<file path="config.mk">
export PLATFORM = sky130hd
export DESIGN_NAME = inst_fetch_unit_flat
export DESIGN_NICKNAME = d
export VERILOG_FILES = /design/src/rtl/inst_fetch_unit_if.sv /design/src/rtl/inst_fetch_unit.sv /design/src/flat_wrapper.sv
export SDC_FILE = /design/constraint.sdc
export NUM_CORES = 1
export LEC_CHECK = 0
export ABC_AREA = 0
export CORE_MARGIN = 4
export CORE_UTILIZATION = 42
export CTS_CLUSTER_DIAMETER = 40
export DETAILED_ROUTE_END_ITERATION = 10
export PLACE_DENSITY_LB_ADDON = 0.05
export SETUP_SLACK_MARGIN = 0.4
export SLEW_MARGIN = 20
export SYNTH_ARGS = -nofsm -noshare
export SYNTH_HDL_FRONTEND = slang
export SYNTH_SLANG_ARGS = --single-unit
</file>
<file path="constraint.sdc">
create_clock -name clk -period 6.8 [get_ports clk]
set_input_delay 0.68 -clock clk [delete_from_list [all_inputs] [get_ports clk]]
set_output_delay 0.68 -clock clk [all_outputs]
set_load 0.1 [all_outputs]
</file>
<file path="src/rtl/inst_fetch_unit_if.sv">
// rtl/inst_fetch_unit_if.sv - BRAM burst read port and decoder valid/ready bundle for inst_fetch_unit
interface inst_fetch_unit_if #(
    parameter int PC_W = 10
);
    logic [31:0]     fetch_addr;
    logic [31:0]     mem_w0;
    logic [31:0]     mem_w1;
    logic [31:0]     mem_w2;
    logic [31:0]     mem_w3;
    logic            inst_valid;
    logic            inst_ready;
    logic [31:0]     inst_data;
    logic [PC_W-1:0] inst_pc;

    modport master (
        output fetch_addr, inst_valid, inst_data, inst_pc,
        input  mem_w0, mem_w1, mem_w2, mem_w3, inst_ready
    );

    modport slave (
        input  fetch_addr, inst_valid, inst_data, inst_pc,
        output mem_w0, mem_w1, mem_w2, mem_w3, inst_ready
    );
endinterface

</file>
<file path="src/rtl/inst_fetch_unit.sv">
// rtl/inst_fetch_unit.sv - 4-word burst instruction fetch into a queue with start/redirect/HALT
// Optional perf counters enabled by defining FETCH_PERF_EN.
module inst_fetch_unit #(
    parameter int          QDEPTH  = 8,
    parameter int          PC_W    = 10,
    parameter logic [31:0] HALT_OP = 32'hFFFFFFFF
) (
    input  logic                clk,
    input  logic                rst_n,
    input  logic                start,
    input  logic [PC_W-1:0]     start_pc,
    input  logic                redirect,
    input  logic [PC_W-1:0]     redirect_pc,
    inst_fetch_unit_if.master   bus,
    output logic                busy,
    output logic                halted,
    output logic [31:0]         perf_stall,
    output logic [31:0]         perf_insts
);
    localparam int PTR_W = $clog2(QDEPTH);
    localparam int CNT_W = PTR_W + 1;

    typedef enum logic [1:0] {S_IDLE, S_FETCH, S_DRAIN, S_HALTED} state_t;

    state_t            state, state_nx;
    logic [PC_W-1:0]   pc;
    logic [PC_W-3:0]   grp_nx;
    logic [PTR_W-1:0]  wr_ptr, rd_ptr;
    logic [CNT_W-1:0]  count;
    logic [31:0]       q_data [QDEPTH];
    logic [PC_W-1:0]   q_pc   [QDEPTH];
    logic [31:0]       grp    [4];
    logic [3:0]        lane_en;
    logic [PTR_W-1:0]  lane_idx [4];
    logic [2:0]        n_push;
    logic              halt_seen;
    logic              do_fetch;
    logic              flush;
    logic              inst_valid;
    logic              pop;

    assign grp[0] = bus.mem_w0;
    assign grp[1] = bus.mem_w1;
    assign grp[2] = bus.mem_w2;
    assign grp[3] = bus.mem_w3;

    assign inst_valid     = (count != '0);
    assign pop            = inst_valid & bus.inst_ready;
    assign flush          = start | (redirect & ((state == S_FETCH) | (state == S_DRAIN)));
    // Free space is judged on the pre-pop count so a full burst always fits.
    assign do_fetch       = (state == S_FETCH) && !flush &&
                            ((CNT_W'(QDEPTH) - count) >= CNT_W'(4));
    assign grp_nx         = pc[PC_W-1:2] + (PC_W-2)'(1);

    assign bus.fetch_addr = 32'({pc[PC_W-1:2], 2'b00});
    assign bus.inst_valid = inst_valid;
    assign bus.inst_data  = inst_valid ? q_data[rd_ptr] : '0;
    assign bus.inst_pc    = inst_valid ? q_pc[rd_ptr]   : '0;
    assign busy           = (state == S_FETCH) || (state == S_DRAIN);
    assign halted         = (state == S_HALTED);

    // Lanes below pc[1:0] and lanes after a HALT are skipped; survivors pack contiguously.
    always_comb begin
        n_push    = '0;
        halt_seen = 1'b0;
        lane_en   = '0;
        for (int j = 0; j < 4; j++) begin
            lane_idx[j] = wr_ptr + PTR_W'(n_push);
            if (do_fetch && (2'(j) >= pc[1:0]) && !halt_seen) begin
                lane_en[j] = 1'b1;
                n_push     = n_push + 3'd1;
                halt_seen  = (grp[j] == HALT_OP);
            end
        end
    end

    always_ff @(posedge clk) begin
        for (int j = 0; j < 4; j++) begin
            if (lane_en[j]) begin
                q_data[lane_idx[j]] <= grp[j];
                q_pc[lane_idx[j]]   <= {pc[PC_W-1:2], 2'(j)};
            end
        end
    end

    always_comb begin
        state_nx = state;
        if (start) begin
            state_nx = S_FETCH;
        end else if (flush) begin
            state_nx = S_FETCH;
        end else begin
            case (state)
                S_FETCH: if (do_fetch && halt_seen) state_nx = S_DRAIN;
                S_DRAIN: if (count == CNT_W'(pop)) state_nx = S_HALTED;
                default: state_nx = state;
            endcase
        end
    end

    always_ff @(posedge clk or negedge rst_n) begin
        if (!rst_n) begin
            state  <= S_IDLE;
            pc     <= '0;
            wr_ptr <= '0;
            rd_ptr <= '0;
            count  <= '0;
        end else begin
            state <= state_nx;
            if (flush) begin
                pc     <= start ? start_pc : redirect_pc;
                wr_ptr <= '0;
                rd_ptr <= '0;
                count  <= '0;
            end else begin
                if (do_fetch) pc <= {grp_nx, 2'b00};
                wr_ptr <= wr_ptr + PTR_W'(n_push);
                rd_ptr <= rd_ptr + PTR_W'(pop);
                count  <= count + CNT_W'(n_push) - CNT_W'(pop);
            end
        end
    end

`ifdef FETCH_PERF_EN
    always_ff @(posedge clk or negedge rst_n) begin
        if (!rst_n) begin
            perf_stall <= '0;
            perf_insts <= '0;
        end else if (start) begin
            perf_stall <= '0;
            perf_insts <= '0;
        end else begin
            if (busy && !inst_valid && (perf_stall != 32'hFFFFFFFF))
                perf_stall <= perf_stall + 32'd1;
            if (pop && (perf_insts != 32'hFFFFFFFF))
                perf_insts <= perf_insts + 32'd1;
        end
    end
`else
    assign perf_stall = '0;
    assign perf_insts = '0;
`endif
endmodule

</file>
<file path="src/flat_wrapper.sv">
// flat-port wrapper written by rule: the top's interface ports become plain ports
module inst_fetch_unit_flat 
#(
    parameter int          QDEPTH  = 8,
    parameter int          PC_W    = 10,
    parameter logic [31:0] HALT_OP = 32'hFFFFFFFF
)
  (clk, rst_n, start, start_pc, redirect, redirect_pc, busy, halted, perf_stall, perf_insts, bus_fetch_addr, bus_inst_valid, bus_inst_data, bus_inst_pc, bus_mem_w0, bus_mem_w1, bus_mem_w2, bus_mem_w3, bus_inst_ready);
  inst_fetch_unit_if #(.PC_W(PC_W)) bus_i ();
  input  logic clk;
  input  logic rst_n;
  input  logic start;
  input  logic [PC_W-1:0] start_pc;
  input  logic redirect;
  input  logic [PC_W-1:0] redirect_pc;
  output logic busy;
  output logic halted;
  output logic [31:0] perf_stall;
  output logic [31:0] perf_insts;
  output wire logic [$bits(bus_i.fetch_addr)-1:0] bus_fetch_addr;
  output wire logic [$bits(bus_i.inst_valid)-1:0] bus_inst_valid;
  output wire logic [$bits(bus_i.inst_data)-1:0] bus_inst_data;
  output wire logic [$bits(bus_i.inst_pc)-1:0] bus_inst_pc;
  input wire logic [$bits(bus_i.mem_w0)-1:0] bus_mem_w0;
  input wire logic [$bits(bus_i.mem_w1)-1:0] bus_mem_w1;
  input wire logic [$bits(bus_i.mem_w2)-1:0] bus_mem_w2;
  input wire logic [$bits(bus_i.mem_w3)-1:0] bus_mem_w3;
  input wire logic [$bits(bus_i.inst_ready)-1:0] bus_inst_ready;
  assign bus_fetch_addr = bus_i.fetch_addr;
  assign bus_inst_valid = bus_i.inst_valid;
  assign bus_inst_data = bus_i.inst_data;
  assign bus_inst_pc = bus_i.inst_pc;
  assign bus_i.mem_w0 = bus_mem_w0;
  assign bus_i.mem_w1 = bus_mem_w1;
  assign bus_i.mem_w2 = bus_mem_w2;
  assign bus_i.mem_w3 = bus_mem_w3;
  assign bus_i.inst_ready = bus_inst_ready;
  inst_fetch_unit #(.QDEPTH(QDEPTH), .PC_W(PC_W), .HALT_OP(HALT_OP)) u_core (.clk(clk), .rst_n(rst_n), .start(start), .start_pc(start_pc), .redirect(redirect), .redirect_pc(redirect_pc), .bus(bus_i), .busy(busy), .halted(halted), .perf_stall(perf_stall), .perf_insts(perf_insts));
endmodule
</file>
# == Yosys cells after proc, flatten, opt, wreduce, memory -nomap -nowiden ==
# Memories as Yosys holds them, arrays and structs flattened.
# Index checks and enable logic that the tools add are counted.
# word_totals
memories,2
wordCells,90
ramBits,336
input_bits,153
register_bits,22
output_inout_bits,141
# op_classes
bitwise,4
mux,33
n_eq_ne,10
reduce_logical,19
n_lt_le_gt_ge,5
add_sub_neg,12
# mem_list
memory,depth,width,rd,rd_ports_with_merged_regs,wr,line,text
u_core.q_data,8,32,1,0,4,inst_fetch_unit.sv:30,logic [31:0] q_data [QDEPTH];
u_core.q_pc,8,10,1,0,4,inst_fetch_unit.sv:31,logic [PC_W-1:0] q_pc [QDEPTH];
# op_table
operator,count
"equality test 32 bit, second input constant",4
2-to-1 mux 10 bit,4
2-to-1 mux 32 bit,1
2-to-1 mux 1 bit,17
2-to-1 mux 3 bit,5
logical AND 1 bit,10
adder 3 bit,3
"adder 8 x 1 -> 8 bit, second input constant",1
2-to-1 mux 2 bit,4
"!= test 4 x 3 -> 1 bit, second input constant",2
nonzero test 4 bit,2
adder 3 x 1 -> 3 bit,2
"adder 3 x 1 -> 3 bit, second input constant",2
adder 4 x 3 -> 4 bit,1
"equality test 2 bit, second input constant",2
equality test 4 x 1 -> 1 bit,1
"greater-or-equal comparator 1 x 2 -> 1 bit, first input constant",2
"greater-or-equal comparator 2 bit, first input constant",2
"greater-or-equal comparator 4 x 3 -> 1 bit, second input constant",1
zero test 1 bit,4
2-to-1 mux 4 bit,1
case mux 2 bit (2 select lines),1
subtractor 4 x 1 -> 4 bit,1
"subtractor 4 bit, first input constant",1
7 further kinds,9

# == Logic depth before layout (Yosys ltp) ==
# logic_depth
ltp_word,23
mapped_depth,20
mapped_depth_nobuf,18

# == Worst setup path after synthesis ==
# OpenSTA, ideal clock, no wires.
# synth_path
path_type,input -> register
from,in bus_mem_w0[30]
to,"mem u_core.q_data[7][0], enable pin"
arrival_time_ns,5.405
stages,17
slack_ns,0.677
required_ns,6.082
cell_sequence,buf_2 > nand4b_1 > nor4_1 > and3_1 > clkbuf_1 > nor2_1 > ha_1 > xor2_1 > ha_1 > inv_1 > fa_1 > xor2_1 > and3_1 > clkbuf_1 > o21ai_1 > buf_2 > nand4_1
# synth_rtl
element,line,text
from (decl),flat_wrapper.sv:24,input wire logic [$bits(bus_i.mem_w0)-1:0] bus_mem_w0;
to (decl),inst_fetch_unit.sv:30,

==> summary.md <==
| Metric | Value |
|---|---|
| Status | complete, no violations |
| Startpoint types | input port |
| Vias per cell | 5.857 |
| Reg2reg path depth | 16 |
| Synthesis-to-finish area growth | 22.13% |
| Switching Power | 4.407 mW |
| Initial Utilization | 42.50% |
| Slew headroom | 27.68% |
| Area leader, netlist | edfxtp_1 |
| Worst VDD drop | 378.4 µV |
| DIE AREA | 63810 µm² |
| FMAX | 0.1748 GHz |
| Mapped Area | 25130 µm² |
| Slew Limit Fails | 0 |
| Finish-stage setup viols | 0 |
| Synth Area in Simple Gates | 4.775% |
| Grt ovf | 0 |
| Kind of critical path | input port to flop |
| Reg2reg end | u_core.q_pc[6][5]$_DFFE_PP_ |
| Hold_buf cts | 0 |
| Yosys top cell area share | 38.24% |
| Post-synth cell types | 55 |
| Post-synthesis sequential area ratio | 41.71% |
| Wire length per cell | 29.46 µm |
| Met3 WL | 4691 µm |
| Bufs on Longest Clock Path | 3 |
| 1st-iter DRT viols | 1247 |
| Initial antenna violation count | 1 |
| TritonCTS buffer count | 77 |
| Main synth FF type | edfxtp_1 |
| Vias in the first global route | 17860 |
| Skew-Pair Late Insertion Delay | 0.61 ns |
| Input/output buffers | 205 |
| Antenna-violating nets left | 0 |
| Flop-to-flop setup slack | 1.35 ns |
| # fillers | 5065 |
| Setup bufs post-CTS | 0 |
| WP data required | 7.05 ns |
| Final Util | 51.90% |
| Fin crit period | 5.722 ns |
| Worst path arrival time | 5.97 ns |
| Gpl congestion | 0.8357 |
| Seq pwr share | 26.8% |
| Post-Synth XOR/XNOR Area | 0.7170% |
| Root buffer cell | clkbuf_16 |
| Compound-Gate Fraction of Synth Area | 1.758% |
| Die X-Extent | 252.6 µm |
| Post_cts resized | 0 |
| DP Wirelength | 54340 µm |
| HP Class | input port to async pin |
| Power Internal | 6.545 mW |
| Num ports | 294 |
| H-Tree Depth | 3 |
| First-pass GRT wire length | 124700 µm |
| Worst Path Max Fanout | 24 |
| DP Area | 28080 µm² |
| Initial DRT Pass Iterations | 5 |
| Clock power share | 34.3% |
| Sum Neg Setup Slack | 0 ns |
| Worst-path clk slew | 0.06 ns |
| Lkg Pwr | 11.01 nW |
| Layout cell share with drive strength beyond 1 | 50.37% |
| Fin crit share | 84.15% |
| Number of synthesized flops with an enable pin | 320 |
| Count leader, synth | mux2_2 |
| Switch share | 40.24% |
| Slew of the pin with the lowest slew margin | 1.085 ns |
| # DRC | 0 |
| Synth warnings | 0 |
| Mux share of post-synthesis cell area | 44.05% |
| Main combinational cell family by area after synthesis | multiplexers |
| Synth area leaders | edfxtp_1, mux2_2, mux4_2 |
| CTS tree | built |
| Clk sink count | 358 |
| Synthesized area per cell | 13.50 µm² |
| Synth Area in Adders | 1.265% |
| RSZ-0062 raised after global routing | false |
| Pwr Density | 356.9 nW/µm² |
| Yosys reg bits | 358 |
| Top Metal Used | met4 |
| Routed wire length | 85930 µm |
| FP Rows | 89 |
| Final Hold Vio Count | 0 |
| Met2 wire length | 40750 µm |
| Cell area after layout | 30690 µm² |
| Core area | 59130 µm² |
| Comb power frac | 38.9% |
| Asr flop ratio synth | 6.145% |
| Max cap viols | 0 |
| Via count | 17080 |
| Die Y | 252.6 µm |
| Largest net degree at the start of global routing | 55 |
| Worst Skew | 0.02430 ns |
| Worst reg2reg startpoint | u_core.state[0]$_DFFE_PN0P_ |
| Commonest cells post-synth | mux2_2, edfxtp_1, buf_4 |
| ANT cells | 0 |
| Total Routing Usage GR | 26.45% |
| Met1 wire length | 38500 µm |
| Final nets | 2257 |
| Worst setup EP type | flop |
| Mapped Cells | 1861 |
## per-layer routing
layer  vias to the layer above  GRT usage (%)
met5                         -              0
li1                       7528              -
met3                       116          4.466
met4                         0          6.830
met1                      8853          36.76
met2                       587          43.33
## cells in the final DEF, fill, tap and decap left out, types with 5 or more instances in the layout
cell type        instances
inv_1                   29
edfxtp_1               320
bufinv_16                8
buf_4                   75
conb_1                  88
dfrtp_1                 19
mux2_4                  26
o21ai_0                 23
mux2i_1                 60
nand3_4                  7
and3_1                   6
nor2b_1                  5
nand2_1                 32
clkbuf_1                10
xor2_1                   9
and2_1                   8
clkbuf_16               78
nor3_1                   8
xnor2_1                  9
a21boi_0                 7
nor4_1                   7
nor2_1                  67
mux4_2                  84
clkinvlp_4              11
dfxtp_1                 16
buf_12                   8
ha_1                    19
nand4_1                 40
clkdlybuf4s50_1        205
clkinv_4                 6
a31oi_1                  8
nand3_2                  6
clkinv_2                12
clkinv_1                 6
nand3_1                 19
nand4b_1                 5
a21oi_1                 17
mux2_2                 727
## stage by stage
stage	power, mW	hold slack, ns	setup slack [ns]	cells
detailed placement	7.237	0.4565	0.5364	2775
global route	11.36	0.4445	0.8753	2917
CTS	11.03	0.4077	1.173	2917
floorplan	6.030	0.3844	0.6773	1948
global placement	7.208	0.4512	0.6822	2775
finish	10.95	0.4258	1.078	2917
## cells by family (layout without fill, tap and decap cells)
| family | Yosys count | after routing |
|---|---|---|
| buf+inv | 263 | 459 |
| xor+xnor | 19 | 19 |
| compound gates | 71 | 71 |
| fa+ha+maj | 23 | 23 |
| flops | 358 | 358 |
| simple gates | 229 | 229 |
| other cells | 1 | 88 |
| mux | 897 | 897 |
## how the worst max path moves through the flow
stage | slack (ns) | startpoint | cells after the start | endpoint
finish | 1.08 | bus_mem_w1[17] | 16 | u_core.q_pc[6][5]$_DFFE_PP_
global placement | 0.68 | bus_mem_w1[17] | 16 | u_core.q_pc[6][5]$_DFFE_PP_
global route | 0.88 | bus_mem_w0[23] | 15 | u_core.q_data[6][10]$_DFFE_PP_
floorplan | 0.68 | bus_mem_w0[30] | 17 | u_core.q_data[7][0]$_DFFE_PP_
detailed placement | 0.54 | bus_mem_w1[17] | 16 | u_core.q_pc[6][5]$_DFFE_PP_
CTS | 1.17 | bus_mem_w1[17] | 16 | u_core.q_data[6][10]$_DFFE_PP_
## power by group through the flow
stage	sequential [mW]	clock [mW]	combinational [mW]
floorplan	2.90	0	3.13
detailed placement	2.98	0	4.26
CTS	2.94	3.81	4.28
global placement	2.97	0	4.24
finish	2.94	3.76	4.26
global route	2.96	3.93	4.46
## layout make-up
type	instances	area, µm²	area share [%]
multi-input combinational	1327	13740	44.77
sequential	358	10490	34.19
timing repair buffer	288	2775	9.043
clock buffer	91	2031	6.617
tap	773	967.2	3.152
clock inverter	51	575.6	1.875
inverter	29	108.9	0.3547
## flip-flops by register name, summed over array words and instances (netlist names)
register and count:
u_core.q_pc 80, u_core.q_data 256, u_core.state 2, u_core.pc 10, u_core.count 4, u_core.wr_ptr 3, u_core.rd_ptr 3
## worst max-delay path, cell delays in order
cell and delay (ns):
clkdlybuf4s50_1 0.71, nand4_1 0.29, nor4_1 0.63, buf_4 0.23
nand2_1 0.10, a21oi_1 0.37, nor2_1 0.12, xor2_1 0.28
ha_1 0.21, inv_1 0.05, fa_1 0.40, xor2_1 0.19
a21oi_1 0.71, o211ai_4 0.41, nand3_4 0.15, buf_4 0.40
No activity file was read; power rests on OpenSTA's default activity.
